File: src/rtl/seq_control_n_if.sv
// Command/status bundle between a controller and the one-hot sequencer.
// master drives the controls and dwell, slave returns the strobes and status.
// No handshake: every signal is sampled or updated on each clock edge.
interface seq_control_n_if #(
    parameter int N_STATES = 6,
    parameter int DWELL_W  = 4,
    parameter int IDX_W    = 3
);
    logic                clr;
    logic                en;
    logic                mode;
    logic                dir;
    logic                start;
    logic [DWELL_W-1:0]  dwell;
    logic [N_STATES-1:0] s;
    logic [IDX_W-1:0]    state_idx;
    logic                done;
    logic                wrap;

    modport master (
        output clr, en, mode, dir, start, dwell,
        input  s, state_idx, done, wrap
    );

    modport slave (
        input  clr, en, mode, dir, start, dwell,
        output s, state_idx, done, wrap
    );
endinterface

File: src/rtl/seq_control_n.sv
// One-hot state sequencer with per-state dwell, up/down, wrap or one-shot stop.
// Latency: all outputs registered, one edge after the cause.
// No backpressure: en=0 freezes the sequence; done halts it until start/clr/reset.
module seq_control_n #(
    parameter int N_STATES = 6,
    parameter int DWELL_W  = 4,
    parameter int IDX_W    = 3
) (
    input  logic              clk,
    input  logic              reset,
    seq_control_n_if.slave    bus
);
    localparam logic [IDX_W-1:0] LAST_IDX = IDX_W'(N_STATES - 1);

    typedef enum logic {
        ST_RUN,
        ST_HALT
    } phase_t;

    phase_t              phase, phase_nxt;
    logic [IDX_W-1:0]    idx, idx_nxt;
    logic [DWELL_W-1:0]  cnt, cnt_nxt;
    logic [DWELL_W-1:0]  dwell_lat, dwell_lat_nxt;
    logic                wrap_nxt;
    logic                at_end;
    logic [N_STATES-1:0] s_nxt;

    always_comb begin
        phase_nxt     = phase;
        idx_nxt       = idx;
        cnt_nxt       = cnt;
        dwell_lat_nxt = dwell_lat;
        wrap_nxt      = 1'b0;
        // Terminal state depends on the direction sampled at advance time.
        at_end        = bus.dir ? (idx == '0) : (idx == LAST_IDX);

        if (bus.clr) begin
            phase_nxt     = ST_RUN;
            idx_nxt       = '0;
            cnt_nxt       = '0;
            dwell_lat_nxt = bus.dwell;
        end else if (bus.start && phase == ST_HALT) begin
            phase_nxt     = ST_RUN;
            idx_nxt       = bus.dir ? LAST_IDX : '0;
            cnt_nxt       = '0;
            dwell_lat_nxt = bus.dwell;
        end else if (bus.en && phase == ST_RUN) begin
            if (cnt != dwell_lat) begin
                cnt_nxt = cnt + 1'b1;
            end else begin
                cnt_nxt       = '0;
                dwell_lat_nxt = bus.dwell;
                if (at_end && bus.mode) begin
                    // One-shot terminal: stay put and raise done, no wrap pulse.
                    phase_nxt = ST_HALT;
                end else if (at_end) begin
                    wrap_nxt = 1'b1;
                    idx_nxt  = bus.dir ? LAST_IDX : '0;
                end else begin
                    idx_nxt  = bus.dir ? (idx - 1'b1) : (idx + 1'b1);
                end
            end
        end

        s_nxt = '0;
        for (int i = 0; i < N_STATES; i++) begin
            s_nxt[i] = (idx_nxt == IDX_W'(i));
        end
    end

    always_ff @(posedge clk) begin
        if (reset) begin
            phase         <= ST_RUN;
            idx           <= '0;
            cnt           <= '0;
            dwell_lat     <= bus.dwell;
            bus.s         <= N_STATES'(1);
            bus.state_idx <= '0;
            bus.done      <= 1'b0;
            bus.wrap      <= 1'b0;
        end else begin
            phase         <= phase_nxt;
            idx           <= idx_nxt;
            cnt           <= cnt_nxt;
            dwell_lat     <= dwell_lat_nxt;
            bus.s         <= s_nxt;
            bus.state_idx <= idx_nxt;
            bus.done      <= (phase_nxt == ST_HALT);
            bus.wrap      <= wrap_nxt;
        end
    end
endmodule

File: src/flat_wrapper.sv
// flat-port wrapper written by rule: the top's interface ports become plain ports
module seq_control_n_flat 
#(
    parameter int N_STATES = 6,
    parameter int DWELL_W  = 4,
    parameter int IDX_W    = 3
)
  (clk, reset, bus_clr, bus_en, bus_mode, bus_dir, bus_start, bus_dwell, bus_s, bus_state_idx, bus_done, bus_wrap);
  seq_control_n_if #(.N_STATES(N_STATES), .DWELL_W(DWELL_W), .IDX_W(IDX_W)) bus_i ();
  input  logic clk;
  input  logic reset;
  input wire logic [$bits(bus_i.clr)-1:0] bus_clr;
  input wire logic [$bits(bus_i.en)-1:0] bus_en;
  input wire logic [$bits(bus_i.mode)-1:0] bus_mode;
  input wire logic [$bits(bus_i.dir)-1:0] bus_dir;
  input wire logic [$bits(bus_i.start)-1:0] bus_start;
  input wire logic [$bits(bus_i.dwell)-1:0] bus_dwell;
  output wire logic [$bits(bus_i.s)-1:0] bus_s;
  output wire logic [$bits(bus_i.state_idx)-1:0] bus_state_idx;
  output wire logic [$bits(bus_i.done)-1:0] bus_done;
  output wire logic [$bits(bus_i.wrap)-1:0] bus_wrap;
  assign bus_i.clr = bus_clr;
  assign bus_i.en = bus_en;
  assign bus_i.mode = bus_mode;
  assign bus_i.dir = bus_dir;
  assign bus_i.start = bus_start;
  assign bus_i.dwell = bus_dwell;
  assign bus_s = bus_i.s;
  assign bus_state_idx = bus_i.state_idx;
  assign bus_done = bus_i.done;
  assign bus_wrap = bus_i.wrap;
  seq_control_n #(.N_STATES(N_STATES), .DWELL_W(DWELL_W), .IDX_W(IDX_W)) u_core (.clk(clk), .reset(reset), .bus(bus_i));
endmodule
File: config.mk
export PLATFORM = sky130hd
export DESIGN_NAME = seq_control_n_flat
export DESIGN_NICKNAME = d
export VERILOG_FILES = /design/src/rtl/seq_control_n_if.sv /design/src/rtl/seq_control_n.sv /design/src/flat_wrapper.sv
export SDC_FILE = /design/constraint.sdc
export NUM_CORES = 1
export LEC_CHECK = 0
export CORE_MARGIN = 1.5
export CORE_UTILIZATION = 43
export CTS_CLUSTER_DIAMETER = 80
export DETAILED_ROUTE_END_ITERATION = 16
export PLACE_DENSITY = 0.69
export SLEW_MARGIN = 20
export SYNTH_ARGS = -nofsm -noshare
export SYNTH_HDL_FRONTEND = slang
export SYNTH_SLANG_ARGS = --single-unit
export TNS_END_PERCENT = 20
File: constraint.sdc
create_clock -name clk -period 2.6 [get_ports clk]
set_clock_uncertainty 0.1 [all_clocks]
set_input_delay 0.52 -clock clk [delete_from_list [all_inputs] [get_ports clk]]
set_output_delay 0.52 -clock clk [all_outputs]
set_load 0.02 [all_outputs]
==> results of run 1 <==
-- placed cells by master (no fill, tap or decap), types with 2 or more instances in the layout --
| cell type | synthesis | routed |
|---|---|---|
| sky130_fd_sc_hd__a211oi_2 | 2 | 2 |
| sky130_fd_sc_hd__a21oi_1 | 6 | 6 |
| sky130_fd_sc_hd__a31oi_1 | 2 | 2 |
| sky130_fd_sc_hd__and2_1 | 2 | 2 |
| sky130_fd_sc_hd__buf_4 | 0 | 2 |
| sky130_fd_sc_hd__clkbuf_4 | 0 | 3 |
| sky130_fd_sc_hd__clkdlybuf4s50_1 | 0 | 21 |
| sky130_fd_sc_hd__dfxtp_1 | 15 | 15 |
| sky130_fd_sc_hd__edfxtp_1 | 4 | 4 |
| sky130_fd_sc_hd__inv_1 | 3 | 3 |
| sky130_fd_sc_hd__mux2_4 | 2 | 2 |
| sky130_fd_sc_hd__mux2i_1 | 2 | 2 |
| sky130_fd_sc_hd__nand2_1 | 5 | 5 |
| sky130_fd_sc_hd__nand3_1 | 2 | 2 |
| sky130_fd_sc_hd__nand3b_1 | 4 | 4 |
| sky130_fd_sc_hd__nor2_1 | 9 | 9 |
| sky130_fd_sc_hd__nor3_2 | 2 | 2 |
| sky130_fd_sc_hd__o21ai_0 | 2 | 2 |
| sky130_fd_sc_hd__xnor2_1 | 3 | 3 |
| sky130_fd_sc_hd__xor2_1 | 6 | 6 |
-- worst reg2reg max path, cell delays in order, from the launching register on --
cell and delay [ps]:
sky130_fd_sc_hd__dfxtp_1 480, sky130_fd_sc_hd__fa_1 580, sky130_fd_sc_hd__xor2_1 210, sky130_fd_sc_hd__o211ai_1 160, sky130_fd_sc_hd__o21ai_1 190, sky130_fd_sc_hd__nand3_1 120
sky130_fd_sc_hd__a211oi_2 240
-- final timing paths --
check	endpoint	depth (start not counted)	slack, ps	from
worst max register to register	u_core.bus.s[4]	6	460	u_core.bus.state_idx[0]
worst min register to register	u_core.cnt[3]	2	470	u_core.cnt[3]
worst max-delay path	bus_state_idx[0]	1	330	u_core.bus.state_idx[0]
worst min-delay path	u_core.cnt[3]	2	470	u_core.cnt[3]
-- routing by layer --
metal / GRT usage [%] / up-vias / part of all wire, %
met4: 6.41 / 0 / 1.5
li1: - / 410 / -
met5: 0 / - / 0
met1: 23.2 / 384 / 48
met3: 3.71 / 4 / 4.6
met2: 27.3 / 21 / 46
-- layout make-up --
class	count	area [µm²]	area share [%]
timing repair buffer	23	225	17.0
clock inverter	1	5.00	0.378
multi-input combinational	75	604	45.7
tap	28	35.0	2.65
clock buffer	3	22.5	1.70
sequential	19	420	31.8
inverter	3	11.3	0.851
-- stage by stage --
stage | setup WS [ps] | cell area, µm² | total power (W) | hold slack [ps] | utilization, %
2_1_floorplan | 665 | 1060 | 0.000362 | 398 | -
3_3_place_gp | 147 | 1300 | 0.000388 | 412 | 57.0
3_5_place_dp | 93.8 | 1300 | 0.000389 | 446 | 57.0
4_1_cts | 316 | 1320 | 0.000536 | 472 | 58.2
5_1_grt | 230 | 1320 | 0.000560 | 504 | 58.2
6_report | 326 | 1320 | 0.000532 | 465 | 58.2
-- power breakdown --
group | internal, W | switching (W) | leakage (nW)
Sequential | 0.000308 | 0.00000505 | 0.162
Clock | 0.0000573 | 0.0000926 | 0.0177
Combinational | 0.0000347 | 0.0000344 | 0.297
Total | 0.000400 | 0.000132 | 0.476
-- state kept, by name, summed over array words and instances, names as in the netlist --
signal / count
u_core.bus.s: 6
u_core.bus.wrap: 1
u_core.bus.state_idx: 3
u_core.cnt: 4
u_core.dwell_lat: 4
u_core.bus.done: 1
-- logic make-up after synthesis --
| group | Yosys count | share of synthesized area [%] |
|---|---|---|
| AOI/OAI and AO/OA | 21 | 15.0 |
| xor gates and xnor gates | 9 | 7.43 |
| adders and majority gates | 2 | 3.07 |
| buffers and inverters | 7 | 3.42 |
| DFF | 19 | 39.6 |
| muxes | 4 | 4.72 |
| and+or+nand+nor | 39 | 26.8 |
==> results_dict.tcl, run 1 <==
set metrics [dict create \
    status "finished, final reports clean" \
    grt_use_total_pct 17.4 \
    first_iter_violations 11 \
    post-route-period-util_pct 87.5 \
    mappedNetlistNets 114 \
    startpoint_type_of_the_worst_setup_path "flop" \
    start_util_pct 46.6 \
    finalSetupViolCount 0 \
    crit_path_top_delay_cell "sky130_fd_sc_hd__clkdlybuf4s50_1" \
    drc_errors 0 \
    grt_overflow 0 \
    insertedDiodeCount 0 \
    max_cap_viol_count 0 \
    io_buffers 21 \
    cellPowerDensity_nw_per_um2 402 \
    worst_ep_required_time_ps 1980 \
    synth_most_common_cell "sky130_fd_sc_hd__dfxtp_1" \
    share_of_cells_above_drive_strength_1_pct 17.7 \
    placedCellCount 148 \
    synth_area_per_cell_um2 10.5 \
    post_synth_main_area_contributors "sky130_fd_sc_hd__dfxtp_1, sky130_fd_sc_hd__edfxtp_1, sky130_fd_sc_hd__xor2_1" \
    initial_antenna_violation_count 0 \
    dominantRegCellSynth "sky130_fd_sc_hd__dfxtp_1" \
    synthDistinctLibCells 46 \
    hold_viol 0 \
    detail-route-antenna-nets 0 \
    worst_ir_drop_vdd_v 0.000325 \
    crit_arrival_ps 1650 \
    asyncSetResetFlopFracSynth_pct 0 \
    worst_path_largest_cell_delay_ps 700 \
    grt_first_pass_wirelength_um 3520 \
    rsz0062_at_grt "false" \
    fraction_of_the_yosys_area_taken_by_sequential_cells_pct 39.6 \
    cts_buffers 3 \
    grt_start_max_net_pins 15 \
    path_buf_inv 1 \
    synth_top_area_share_pct 28.3 \
    p_leak_nw 0.476 \
    number_of_global_route_vias_before_repair 782 \
    post-cts-setup-buffers 0 \
    post_drt_via_cell_ratio 5.39 \
    place.gp.congestion 0.891 \
    routed_wl_um 2000 \
    synth_area_leader_cell "sky130_fd_sc_hd__dfxtp_1" \
    final_cells 152 \
    max_slew.worst_pin.slew_ps 512 \
    die-height_um 52.7 \
    clk_pin_slew_ps 110 \
    synth_edf_count 4 \
    period_needed_ps 2270 \
    setup_tns_ps 0 \
    cts_root_buffer "sky130_fd_sc_hd__clkbuf_4" \
    postSynthRegisterBits 19 \
    nFillCells 204 \
    timing.critical_path.max_delay_family "buffers and inverters" \
    detailed_place_hpwl_um 1490 \
    floorplan.die.width_um 52.7 \
    crit_chain "clkdlybuf4s50_1" \
    nNetsFinal 138 \
    clkLatencyLatePin_ps 300 \
    core_area_um2 2280 \
    netlist_area_um2 1060 \
    wl_per_cell_um 13.1 \
    dieArea_um2 2770 \
    syn2layout_area_growth_pct 24.8 \
    cts_tree "done" \
    final-max-slew-violation-count 0 \
    worst-setup-path-type "reg -> out" \
    worstHoldPathType "reg -> reg" \
    routed_via_count 819 \
    ys.warnings.count 0 \
    clock_sink_count 19 \
    ys_top_cells_by_count "sky130_fd_sc_hd__dfxtp_1, sky130_fd_sc_hd__nor2_1, sky130_fd_sc_hd__a21oi_1, sky130_fd_sc_hd__xor2_1, sky130_fd_sc_hd__nand2_1" \
    clock.fmax_mhz 440 \
    drt-pass1-iter-count 4 \
    h-tree-depth 1 \
    clockBufferDepth 2 \
    max_slew_margin_pct 65.8 \
    ioPinCount 22 \
    critPathMaxFanout 14 \
    worst_setup_path_end_kind "output pin" \
    netlist_instances 101 \
    cts_hold_buf 0 \
    standard_cell_rows 17 \
    post_cts_resize_count 0 \
]
Note: power is estimated with default switching activity, not from simulation.
==> inputs of run 2 (changes only) <==
--- a/config.mk
+++ b/config.mk
@@ -6,10 +6,11 @@
 export NUM_CORES = 1
 export LEC_CHECK = 0
 export CORE_MARGIN = 1.5
-export CORE_UTILIZATION = 43
+export CORE_UTILIZATION = 49
 export CTS_CLUSTER_DIAMETER = 80
+export CTS_CLUSTER_SIZE = 10
 export DETAILED_ROUTE_END_ITERATION = 16
-export PLACE_DENSITY = 0.69
+export PLACE_DENSITY = 0.77
 export SLEW_MARGIN = 20
 export SYNTH_ARGS = -nofsm -noshare
 export SYNTH_HDL_FRONTEND = slang
==> run 2 against run 1 <==
Against the previous run:
- critical path type unchanged
- sequential share of layout area rose by 0.060 points
- total power up 0.11%
- sequential cell count is the same
- design area decreased by 0.19%
- critical endpoint unchanged
- first-iteration DRC count grew 27%
- register-to-register slack worse by 30 ps
- hold slack improved by 10 ps
- setup slack worse by 23 ps
- die area is 12% lower
==> results_dict.tcl, run 2 (synthesis gave the netlist of run 1 again) <==
set metrics [dict create \
    status "finished, final reports clean" \
    nNetsFinal 138 \
    die-height_um 49.5 \
    place.gp.congestion 0.801 \
    power.share.switching_pct 24.5 \
    comb_power_share_pct 13.2 \
    max_slew_margin_pct 64.5 \
    crit_chain "clkdlybuf4s50_1" \
    initial_antenna_violation_count 0 \
    cts_tree "done" \
    power.net_switching_w 0.000130 \
    core_area_um2 2000 \
    critPathMaxFanout 14 \
    start_util_pct 53.0 \
    start_of_the_worst_register_to_register_path "u_core.bus.state_idx[0]" \
    clock.fmax_mhz 435 \
    post_cts_resize_count 0 \
    worst_ir_drop_vdd_v 0.000305 \
    detail-route-antenna-nets 0 \
    clkLatencyLatePin_ps 300 \
    nFillCells 165 \
    number_of_global_route_vias_before_repair 816 \
    clock_sink_count 19 \
    routed_via_count 835 \
    first_iter_violations 14 \
    worstHoldPathType "reg -> reg" \
    standard_cell_rows 16 \
    max_cap_viol_count 0 \
    crit_arrival_ps 1680 \
    share_of_cells_above_drive_strength_1_pct 16.9 \
    path_buf_inv 1 \
    timing.critical_path.max_delay_family "buffers and inverters" \
    period_needed_ps 2300 \
    top_register "u_core.bus.s" \
    utilization_after_layout_pct 66.0 \
    dieArea_um2 2450 \
    r2r_slack_ps 430 \
    post_drt_via_cell_ratio 5.53 \
    p_clk_share_pct 28.1 \
    drc_errors 0 \
    cellPowerDensity_nw_per_um2 403 \
    insertedDiodeCount 0 \
    rsz0062_at_grt "false" \
    cp_num_cells 1 \
    seq_power_share_pct 58.7 \
    post-cts-setup-buffers 0 \
    hold_viol 0 \
    ioPinCount 22 \
    max_slew.worst_pin.slew_ps 531 \
    detailed_place_hpwl_um 1590 \
    worst_ep_required_time_ps 1980 \
    crit_path_start "u_core.bus.state_idx[0]" \
    routed_wl_um 2080 \
    grt_overflow 0 \
    reg2reg_to "u_core.bus.s[4]" \
    crit_path_top_delay_cell "sky130_fd_sc_hd__clkdlybuf4s50_1" \
    worst_path_largest_cell_delay_ps 700 \
    wl_per_cell_um 13.7 \
    startpoint_type_of_the_worst_setup_path "flop" \
    clk_pin_slew_ps 110 \
    layout.cells.most_common_list "sky130_fd_sc_hd__clkdlybuf4s50_1, sky130_fd_sc_hd__dfxtp_1, sky130_fd_sc_hd__nor2_1" \
    reg.largest.list "u_core.bus.s x6, u_core.cnt x4, u_core.dwell_lat x4" \
    cts_buffers 3 \
    reg2regPathDepth 6 \
    commonest_non_fill_non_tap_cell_in_the_layout "sky130_fd_sc_hd__clkdlybuf4s50_1" \
    internal_power_w 0.000402 \
    clockBufferDepth 2 \
    worst_setup_path_end_kind "output pin" \
    setup_tns_ps 0 \
    grt_first_pass_wirelength_um 3750 \
    cts_root_buffer "sky130_fd_sc_hd__clkbuf_4" \
    finalSetupViolCount 0 \
    syn2layout_area_growth_pct 24.5 \
    h-tree-depth 1 \
    p_leak_nw 0.474 \
    drt-pass1-iter-count 4 \
    grt_use_total_pct 19.7 \
    floorplan.die.width_um 49.5 \
    worst-setup-path-type "reg -> out" \
    cts_hold_buf 0 \
    largest_register_ff_count 6 \
    grt_start_max_net_pins 15 \
    post-route-period-util_pct 88.4 \
    cp-endpoint "bus_state_idx[0]" \
    final-max-slew-violation-count 0 \
    io_buffers 21 \
]
[run 2: through the flow]
| step | power, W | hold slack [ps] | area (µm²) | setup slack (ps) | cells |
|---|---|---|---|---|---|
| 6_report | 0.000532 | 475 | 1320 | 303 | 151 |
| 5_1_grt | 0.000560 | 518 | 1320 | 219 | 151 |
| 4_1_cts | 0.000536 | 479 | 1320 | 296 | 151 |
| 3_5_place_dp | 0.000389 | 453 | 1290 | 69.3 | 147 |
| 3_3_place_gp | 0.000388 | 411 | 1290 | 147 | 147 |
| 2_1_floorplan | 0.000362 | 398 | 1060 | 665 | 101 |
[run 2: how the worst min path moves through the flow]
stage,startpoint,to,cells past startpoint
after floorplan,u_core.cnt[3],u_core.cnt[3],2
final,u_core.cnt[2],u_core.cnt[2],2
after global routing,u_core.bus.done,u_core.bus.done,2
after CTS,u_core.cnt[2],u_core.cnt[2],2
after global placement,u_core.cnt[3],u_core.cnt[3],2
after detailed placement,u_core.cnt[2],u_core.cnt[2],2
[run 2: layout make-up]
cell class                      instances  area, µm²  share of cell area [%]
Multi-Input combinational cell         75        604                    45.7
Inverter                                3       11.3                   0.852
Clock buffer                            4       26.3                    1.99
Tap cell                               27       33.8                    2.56
Sequential cell                        19        420                    31.8
Timing Repair Buffer                   23        225                    17.0
[run 2: routing by layer]
layer	routed length, µm	vias up	GRT usage (%)	share of wire, %
li1	-	414	-	-
met1	967	390	28.1	47
met2	981	27	30.2	47
met3	110	4	3.03	5.3
met4	16	0	6.94	0.77
met5	0	-	0	0
[run 2: power groups by stage]
stage          clock (W)  combinational (W)  sequential [W]
5_1_grt         0.000169          0.0000768        0.000314
3_5_place_dp           0          0.0000698        0.000320
4_1_cts         0.000153          0.0000702        0.000313
6_report        0.000149          0.0000702        0.000313
2_1_floorplan          0          0.0000423        0.000319
3_3_place_gp           0          0.0000682        0.000319
[run 2: worst reg2reg max path, stage by stage, from the launching register on]
cell	delay [ps]
sky130_fd_sc_hd__dfxtp_1	490
sky130_fd_sc_hd__fa_1	580
sky130_fd_sc_hd__xor2_1	190
sky130_fd_sc_hd__o211ai_1	170
sky130_fd_sc_hd__o21ai_1	210
sky130_fd_sc_hd__nand3_1	120
sky130_fd_sc_hd__a211oi_2	240
==> inputs of run 3 (changes only) <==
--- a/config.mk
+++ b/config.mk
@@ -5,7 +5,7 @@
 export SDC_FILE = /design/constraint.sdc
 export NUM_CORES = 1
 export LEC_CHECK = 0
-export CORE_MARGIN = 1.5
+export CORE_MARGIN = 5
 export CORE_UTILIZATION = 49
 export CTS_CLUSTER_DIAMETER = 80
 export CTS_CLUSTER_SIZE = 10
==> run 3 against run 2 <==
Against the previous run:
- total power shrank 0.12%
- via count rose by 0.36%
- design area is essentially flat
- global-route usage shrank 5.7 points
- count of clock-buffer cells in the layout decreased by 1
- critical path type unchanged
- fmax up 0.63%
- routed wire length rose by 2.6%
- sequential power barely moved
- hold slack got worse by 5.0 ps
- setup slack gained 14 ps
==> results_dict.tcl, run 3 (synthesis gave the netlist of run 1 again) <==
set metrics [dict create \
    cts_buffers 3 \
    crit_path_top_delay_cell "sky130_fd_sc_hd__clkdlybuf4s50_1" \
    period_needed_ps 2280 \
    nFillCells 165 \
    crit_chain "clkdlybuf4s50_1" \
    io_buffers 21 \
    post_cts_resize_count 0 \
    share_of_cells_above_drive_strength_1_pct 17.7 \
    critPathMaxFanout 14 \
    detailed_place_hpwl_um 1610 \
    post-route-period-util_pct 87.8 \
    dieArea_um2 3200 \
    worst-setup-path-type "reg -> out" \
    startpoint_type_of_the_worst_setup_path "flop" \
    status "finished, final reports clean" \
    final_cells 151 \
    setup_tns_ps 0 \
    met3_wirelength_um 152 \
    max_slew_margin_pct 65.6 \
    clockBufferDepth 2 \
    h-tree-depth 1 \
    syn2layout_area_growth_pct 24.6 \
    routed_via_count 838 \
    grt_overflow 0 \
    placedCellCount 147 \
    clk_pin_slew_ps 110 \
    top_register "u_core.bus.s" \
    cts_hold_buf 0 \
    commonest_non_fill_non_tap_cell_in_the_layout "sky130_fd_sc_hd__clkdlybuf4s50_1" \
    power_w 0.000532 \
    finalSetupViolCount 0 \
    met2_routed_wl_um 1010 \
    start_util_pct 52.5 \
    maxUsedRoutingLayer "met4" \
    drt-pass1-iter-count 4 \
    post-route-cell-area_um2 1320 \
    reg.largest.list "u_core.bus.s x6, u_core.cnt x4, u_core.dwell_lat x4" \
    routed_wl_um 2130 \
    worst_path_largest_cell_delay_ps 710 \
    clock.fmax_mhz 438 \
    standard_cell_rows 16 \
    max_slew.worst_pin.slew_ps 515 \
    detail-route-antenna-nets 0 \
    cts_root_buffer "sky130_fd_sc_hd__clkbuf_4" \
    path_buf_inv 1 \
    worst_ir_drop_vdd_v 0.000270 \
    wl_per_cell_um 14.1 \
    grt_first_pass_wirelength_um 3560 \
    first_iter_violations 10 \
    grt_use_total_pct 14.0 \
    post-place-ws_ps 82.4 \
    nNetsFinal 138 \
    die-height_um 56.5 \
    setup_ws_ps 317 \
    dpl_cell_area_um2 1290 \
    worst_setup_path_end_kind "output pin" \
    worst_ep_required_time_ps 1980 \
    insertedDiodeCount 0 \
    post_drt_via_cell_ratio 5.55 \
    place.gp.congestion 0.862 \
    post-cts-setup-buffers 0 \
    ioPinCount 22 \
    cellPowerDensity_nw_per_um2 402 \
    cts_tree "done" \
    largest_register_ff_count 6 \
    hold_viol 0 \
    timing.critical_path.max_delay_family "buffers and inverters" \
    grt_start_max_net_pins 15 \
    r2r_slack_ps 470 \
    floorplan.die.width_um 56.5 \
    number_of_global_route_vias_before_repair 755 \
    crit_arrival_ps 1660 \
    reg2regPathDepth 6 \
    drc_errors 0 \
    max_cap_viol_count 0 \
    worst_hold_path.num_cells 2 \
    cp_num_cells 1 \
    core_area_um2 2020 \
    clkLatencyLatePin_ps 300 \
    rsz0062_at_grt "false" \
    clock_sink_count 19 \
    initial_antenna_violation_count 0 \
    worstHoldPathType "reg -> reg" \
    layout.cells.most_common_list "sky130_fd_sc_hd__clkdlybuf4s50_1, sky130_fd_sc_hd__dfxtp_1, sky130_fd_sc_hd__nor2_1" \
    p_leak_nw 0.476 \
    wirelength_met1_um 956 \
    final-max-slew-violation-count 0 \
]
==> run 3: cell count changes in the layout (fill, tap and decap cells not counted) <==
| cell | before | now |
|---|---|---|
| sky130_fd_sc_hd__clkbuf_1 | 1 | 0 |
| sky130_fd_sc_hd__clkinv_2 | 0 | 1 |
==> run 3: report_power, final <==
part	internal, W	switching (W)	total, W
clock	0.0000574	0.0000914	0.000149
sequential	0.000308	0.00000506	0.000313
combinational	0.0000347	0.0000354	0.0000701
==> run 3: cell type report <==
cell class	instances	area, µm²	area share [%]
repair buffers	23	225	17.0
flip-flops and latches	19	420	31.8
multi-input cells	75	604	45.7
inverters	3	11.3	0.851
well taps	27	33.8	2.55
clock inverters	1	5.00	0.378
clock buffers	3	22.5	1.70
==> run 3: worst paths after layout <==
path	from	to
max	u_core.bus.state_idx[0]	bus_state_idx[0]
min	u_core.cnt[3]	u_core.cnt[3]
max reg2reg	u_core.bus.state_idx[0]	u_core.bus.s[4]
min reg2reg	u_core.cnt[3]	u_core.cnt[3]
==> run 3: through the flow <==
stage	util, %	hold slack (ps)
after floorplan	-	398
after detailed placement	64.0	449
final	65.4	470
after CTS	65.4	476
after global placement	64.0	417
after global routing	65.4	508
==> run 3: metal layers <==
layer / global-route usage [%] / up-vias
met5: 0 / -
met4: 2.71 / 0
met3: 5.05 / 3
met2: 21.8 / 24
met1: 18.5 / 404
li1: - / 407
